==> src/rtl/ttl_priority_encoder_irq.sv <==
// Registered priority encoder (highest index wins) with request latching and a
// Valid/Ack handshake. Define IRQ_EDGE_CAPTURE_EN for rising-edge request capture.
module ttl_priority_encoder_irq #(
  parameter int WIDTH_IN   = 8,
  parameter int WIDTH_OUT  = $clog2(WIDTH_IN),
  parameter int DELAY_RISE = 0,
  parameter int DELAY_FALL = 0
) (
  input  logic                 Clk,
  input  logic                 Reset,
  input  logic                 Enable_bar,
  input  logic [WIDTH_IN-1:0]  Req,
  input  logic [WIDTH_IN-1:0]  Mask,
  input  logic                 Ack,
  output logic [WIDTH_OUT-1:0] Code,
  output logic                 Valid,
  output logic                 Group,
  output logic                 Cascade_out,
  output logic [1:0]           State_dbg
);

  // Handshake: Code is presented while Valid=1 and stays frozen until the
  // consumer samples Ack=1 at a rising Clk edge; Ack is ignored otherwise.
  typedef enum logic [1:0] {
    IDLE    = 2'd0,
    PRESENT = 2'd1,
    HOLDOFF = 2'd2
  } state_t;

  state_t               state_q, state_d;
  logic [WIDTH_IN-1:0]  pending_q, pending_d;
  logic [WIDTH_IN-1:0]  eligible;
  logic [WIDTH_OUT-1:0] code_q, code_d, enc_code;
  logic                 valid_q, valid_d;
  logic                 group_q, group_d;
  logic                 casc_q, casc_d;
  logic                 any_eligible;

  // Propagation delays only matter for a timing model; outputs here are
  // registered with zero delay, so the parameters carry no logic.
  if (DELAY_RISE != 0 || DELAY_FALL != 0) begin : g_delay_unmodelled
  end

  assign eligible     = pending_q & ~Mask;
  assign any_eligible = |eligible;

  always_comb begin
    enc_code = '0;
    for (int i = 0; i < WIDTH_IN; i++) begin
      if (eligible[i]) enc_code = WIDTH_OUT'(i);
    end
  end

`ifdef IRQ_EDGE_CAPTURE_EN
  logic [WIDTH_IN-1:0] req_q;
  logic [WIDTH_IN-1:0] ack_clr;

  // The set term is OR'd after the clear so a new edge on the acked line wins.
  always_comb begin
    ack_clr = '0;
    if (state_q == PRESENT && Ack) ack_clr[code_q] = 1'b1;
    pending_d = (pending_q & ~ack_clr) | (Req & ~req_q);
  end

  always_ff @(posedge Clk) begin
    if (Reset) req_q <= '0;
    else       req_q <= Req;
  end
`else
  assign pending_d = Req;
`endif

  always_comb begin
    state_d = state_q;
    code_d  = code_q;
    valid_d = valid_q;
    case (state_q)
      IDLE: begin
        if (!Enable_bar && any_eligible) begin
          code_d  = enc_code;
          valid_d = 1'b1;
          state_d = PRESENT;
        end
      end
      PRESENT: begin
        if (Ack) begin
          valid_d = 1'b0;
          state_d = HOLDOFF;
        end
      end
      HOLDOFF: begin
        valid_d = 1'b0;
        state_d = IDLE;
      end
      default: begin
        valid_d = 1'b0;
        state_d = IDLE;
      end
    endcase
  end

  assign group_d = !Enable_bar && any_eligible;
  assign casc_d  = !Enable_bar && !any_eligible;

  always_ff @(posedge Clk) begin
    if (Reset) begin
      state_q   <= IDLE;
      pending_q <= '0;
      code_q    <= '0;
      valid_q   <= 1'b0;
      group_q   <= 1'b0;
      casc_q    <= 1'b0;
    end else begin
      state_q   <= state_d;
      pending_q <= pending_d;
      code_q    <= code_d;
      valid_q   <= valid_d;
      group_q   <= group_d;
      casc_q    <= casc_d;
    end
  end

  assign Code        = code_q;
  assign Valid       = valid_q;
  assign Group       = group_q;
  assign Cascade_out = casc_q;
  assign State_dbg   = state_q;

endmodule

==> config.mk <==
export PLATFORM = sky130hd
export DESIGN_NAME = ttl_priority_encoder_irq
export DESIGN_NICKNAME = d
export VERILOG_FILES = /design/src/rtl/ttl_priority_encoder_irq.sv
export SDC_FILE = /design/constraint.sdc
export NUM_CORES = 1
export LEC_CHECK = 0
export ABC_AREA = 1
export CAP_MARGIN = 20
export CORE_AREA = 2 2 45 47
export CTS_BUF_LIST = sky130_fd_sc_hd__clkbuf_4 sky130_fd_sc_hd__clkbuf_8
export DETAILED_ROUTE_END_ITERATION = 6
export DIE_AREA = 0 0 47 49
export PLACE_DENSITY = 0.73
export SETUP_SLACK_MARGIN = 0.15
export SLEW_MARGIN = 20
export SYNTH_ARGS = -nofsm -noshare
export SYNTH_HDL_FRONTEND = slang
export SYNTH_SLANG_ARGS = --single-unit
==> constraint.sdc <==
create_clock -name Clk -period 0.87 [get_ports Clk]
set_input_delay 0.174 -clock Clk [delete_from_list [all_inputs] [get_ports Clk]]
set_output_delay 0.174 -clock Clk [all_outputs]
set_load 0.1 [all_outputs]
=== Word level (Yosys, flattened, before mapping) ===
Index checks and enable logic that the tools add are counted.

* Register bits: 16
* Input port bits: 20

* Eq/ne operators: 3
* Mux-type cells: 13
* Bitwise logic cells: 2
* Reduce and logical (&&, ||, !) cells: 8

{| class="wikitable"
|+ Operators with widths
! operator !! count
|-
| two-way mux 3 bit || 6
|-
| AND 8 bit || 1
|-
| NOT 8 bit || 1
|-
| OR reduction 8 bit || 1
|-
| two-way mux 2 bit || 2
|-
| inequality test 2 bit (second input constant) || 2
|-
| case mux 2 bit (2 select lines) || 1
|-
| AND reduction 2 bit || 2
|-
| two-way mux 1 bit || 3
|-
| == test 2 x 1 -> 1 bit (second input constant) || 1
|-
| logical AND 1 bit || 2
|-
| logical NOT 1 bit || 2
|-
| logical NOT 2 bit || 1
|-
| case mux 1 bit (2 select lines) || 1
|}

=== Longest topological paths before layout ===
* Depth in word-level cells: 9
* Gate-level depth with buffers: 9

=== Worst setup path after synthesis ===
OpenSTA, ideal clock, no wires.

* Path kind: flip-flop to output port
* Start: register state_q[0] (netlist: State_dbg[0])
* End: output State_dbg[0]
* Arrival time: 1.460 ns
* Setup slack: -0.764 ns
* Stages on the path, launching flop included: 2
* Cells stage by stage: dfxtp_1 > buf_4

{| class="wikitable"
|+ RTL lines
! item !! line !! RTL
|-
| start, declared || 30 || <nowiki>state_t state_q, state_d;</nowiki>
|-
| start signal, assigned || 114 || <nowiki>state_q <= state_d;</nowiki>
|-
| end, declared || 19 || <nowiki>output logic [1:0] State_dbg</nowiki>
|}

No word-level cell between the ends.

=== Worst setup path in the final report ===
* Start: register state_q[1] (netlist: State_dbg[1])
* End: register code_q[1] (netlist: Code[1])

* Longest elaborated chain between the ends: 2

{| class="wikitable"
|+ RTL lines
! item !! line !! RTL
|-
| logical NOT 2 bit || 77 || <nowiki>case (state_q)</nowiki>
|-
| AND reduction 2 bit (no source line) || - ||
|-
| end signal, assigned || 116 || <nowiki>code_q <= code_d;</nowiki>
|-
| end, declared || 33 || <nowiki>logic [WIDTH_OUT-1:0] code_q, code_d, enc_code;</nowiki>
|}

No other way between the ends.
A chain may end at the register's enable or synchronous reset.

==> impl_metrics.env <==
export IMPL_crit_path_max_incr_delay_ns=0.36
export IMPL_hold_buffers=0
export IMPL_cp_end_kind="register"
export IMPL_die_x_um=47
export IMPL_p_switching_w=0.0006440
export IMPL_grt_pass1_vias=660
export IMPL_port_buffers=27
export IMPL_grt_max_degree=9
export IMPL_cp_max_fo=5
export IMPL_drv_cap=0
export IMPL_slowest_stage="dfxtp_4"
export IMPL_via_per_inst=4.066
export IMPL_top_layer="met4"
export IMPL_wirelength_um=1528
export IMPL_holdPathStages=2
export IMPL_rows=16
export IMPL_yosys_warnings=0
export IMPL_cts_tree="done"
export IMPL_nets=160
export IMPL_fin_crit_ns=1.108
export IMPL_p_int_w=0.001252
export IMPL_fin_total_pwr_w=0.001896
export IMPL_wl_met3_um=78
export IMPL_avgSynthCellArea_um2=7.367
export IMPL_setup_slack_ns=-0.2380
export IMPL_drive_above_1_share_pct=47.48
export IMPL_setup_viol=14
export IMPL_vias=675
export IMPL_syn_inst=89
export IMPL_crit_top_cell="nor2_1"
export IMPL_switching_share_pct=33.96
export IMPL_gr_total_overflow=0
export IMPL_htree_levels=1
export IMPL_synth_area_um2=655.6
export IMPL_outcome="finished with violations"
export IMPL_io_pins=28
export IMPL_wl_met2_um=863
export IMPL_max_freq_ghz=0.9025
export IMPL_syn_nets=109
export IMPL_min_delay_start="Reset"
export IMPL_leakagePower_nw=0.6458
export IMPL_dr_pass1_iters=4
export IMPL_clkPwrFrac_pct=23.5
export IMPL_hold_path_class="input port to register"
export IMPL_drt_met1_wl_um=541
export IMPL_cp_arrival_ns=1.30
export IMPL_clk_pin_slew_ns=0.09
export IMPL_gp_congestion=0.7124
export IMPL_antennaDiodeCount=0
export IMPL_worst_setup_path_type="register to register"
export IMPL_track_usage_pct=16.53
export IMPL_coreArea_um2=1842
export IMPL_die_area_um2=2303
export IMPL_dieHeight_um=49
export IMPL_failed_checks="negative setup slack"
export IMPL_holdPathEnd="Code[2]"
export IMPL_wire_per_inst_um=9.205
export IMPL_crit_start="State_dbg[1]"
export IMPL_tns_ns=-2.252
export IMPL_root_buffer="clkbuf_4"
export IMPL_power_frac_seq_pct=40.1
export IMPL_post_route_util_pct=69.63
export IMPL_p_per_area_nw_per_um2=1478
export IMPL_cts_buffers=3
export IMPL_rsz0062_at_grt="yes"
export IMPL_r2r_cells=5
export IMPL_fillers=171
export IMPL_dp_hpwl_um=1115
export IMPL_skew_ns=0.003793
export IMPL_slew_viol_final=0
export IMPL_final_common_cell="inv_1"
export IMPL_rrSetupSlack_ns=-0.24
export IMPL_ant_nets=0
export IMPL_drtIter0Drc=5
export IMPL_most_common_layout_cells="inv_1 (21), buf_4 (16), nor2_1 (14)"
export IMPL_drt_drc_violations_left=0
export IMPL_peakVddDrop_mv=1.160
export IMPL_path_cells="buf_6 > nor3_4 > nand2_4 > nor2_1 > nor2_1"
export IMPL_initial_core_util_pct=35.60
export IMPL_r2r_end="Code[1]"
export IMPL_max_slew_margin_pct=84.11
export IMPL_clockBufferDepth=2
export IMPL_ys_seq_area_share_pct=45.80
export IMPL_tightest_slew_ns=0.2376
export IMPL_synth_distinct_cells=17
export IMPL_final_hold_viol_count=0
export IMPL_post_route_period_util_pct=127.4
export IMPL_cp_required_ns=1.06
export IMPL_combPwrFrac_pct=36.4
export IMPL_clk_latency_ns=0.29
export IMPL_syn_to_final_growth_pct=95.61
export IMPL_ys_seq_elements=15
export IMPL_startpoint_type="register"
export IMPL_antenna_found_initial=0
export IMPL_cts_num_sinks=15
export IMPL_regToRegStartpoint="State_dbg[1]"
export IMPL_grt_pass1_wl_um=2622
[worst max-delay path by stage]
stage / end / slack, ns
final: Code[1] / -0.24
after global routing: Code[1] / -0.32
after CTS: State_dbg[0] / -0.23
after detailed placement: Code[1] / -0.52
after global placement: Code[0] / -0.48
after floorplan: Code[0] / -0.15
[state kept, by name (all words and copies together) (netlist names)]
name	flops
Group	1
pending_q	8
State_dbg	2
Cascade_out	1
Code	3
[Yosys cell counts (all sizes together)]
| master | n | area [µm²] |
|---|---|---|
| nor3b | 1 | 7.510 |
| buf | 2 | 12.51 |
| nand2 | 22 | 115.1 |
| nand3 | 4 | 20.02 |
| o21ai | 1 | 5.000 |
| nand3b | 1 | 7.510 |
| nor2 | 16 | 65.06 |
| inv | 22 | 82.58 |
| dfxtp | 15 | 300.3 |
| a21oi | 3 | 18.77 |
| nor3 | 2 | 21.27 |
[power by group through the flow]
| stage | sequential, W | combinational, W | clock [W] |
|---|---|---|---|
| CTS | 0.000761 | 0.000681 | 0.000453 |
| finish | 0.000761 | 0.000690 | 0.000445 |
| global placement | 0.000776 | 0.000617 | 0 |
| global route | 0.000767 | 0.000733 | 0.000498 |
| floorplan | 0.000952 | 0.000180 | 0 |
| detailed placement | 0.000780 | 0.000625 | 0 |
[stage by stage]
step	worst slack, ns	instance area (µm²)	hold WS (ns)	cells
3_5_place_dp	-0.5215	1131	0.4849	151
4_1_cts	-0.2339	1267	0.2855	165
3_3_place_gp	-0.4809	1131	0.4803	151
5_1_grt	-0.3226	1282	0.2863	166
6_report	-0.2380	1282	0.2838	166
2_1_floorplan	-0.1465	688.2	0.2273	89
[per-layer routing]
layer	up-vias	global-route usage, %
li1	355	-
met1	291	14.81
met2	24	31.05
met3	5	3.333
met4	0	9.722
met5	-	0
[repair_timing]
action	CTS	global route
pin swaps	14	6
buffers inserted	10	1
endpoints found under the setup margin	23	15
resized for setup	19	4
[logic make-up (layout without fill, tap and decap cells)]
kind of cell / Yosys count / count (layout) / synth area share [%]
DFF: 15 / 15 / 45.80
buffers and inverters: 24 / 74 / 14.50
and+or+nand+nor: 46 / 46 / 36.07
AOI/OAI and AO/OA: 4 / 4 / 3.626
[critical path: cells and delay by family (launching register included)]
family        cells  cell delay, ns
buf+inv           1            0.11
simple gates      4            0.54
flops             1            0.36
[final cells by class]
| cell class | instances | area (µm²) | area share, % |
|---|---|---|---|
| Tap cell | 27 | 33.78 | 2.634 |
| Inverter | 22 | 85.08 | 6.634 |
| Multi-Input combinational cell | 50 | 286.5 | 22.34 |
| Sequential cell | 15 | 330.3 | 25.76 |
| Timing Repair Buffer | 48 | 516.7 | 40.29 |
| Clock buffer | 4 | 30.03 | 2.341 |
(Power assumes the default switching activity.)
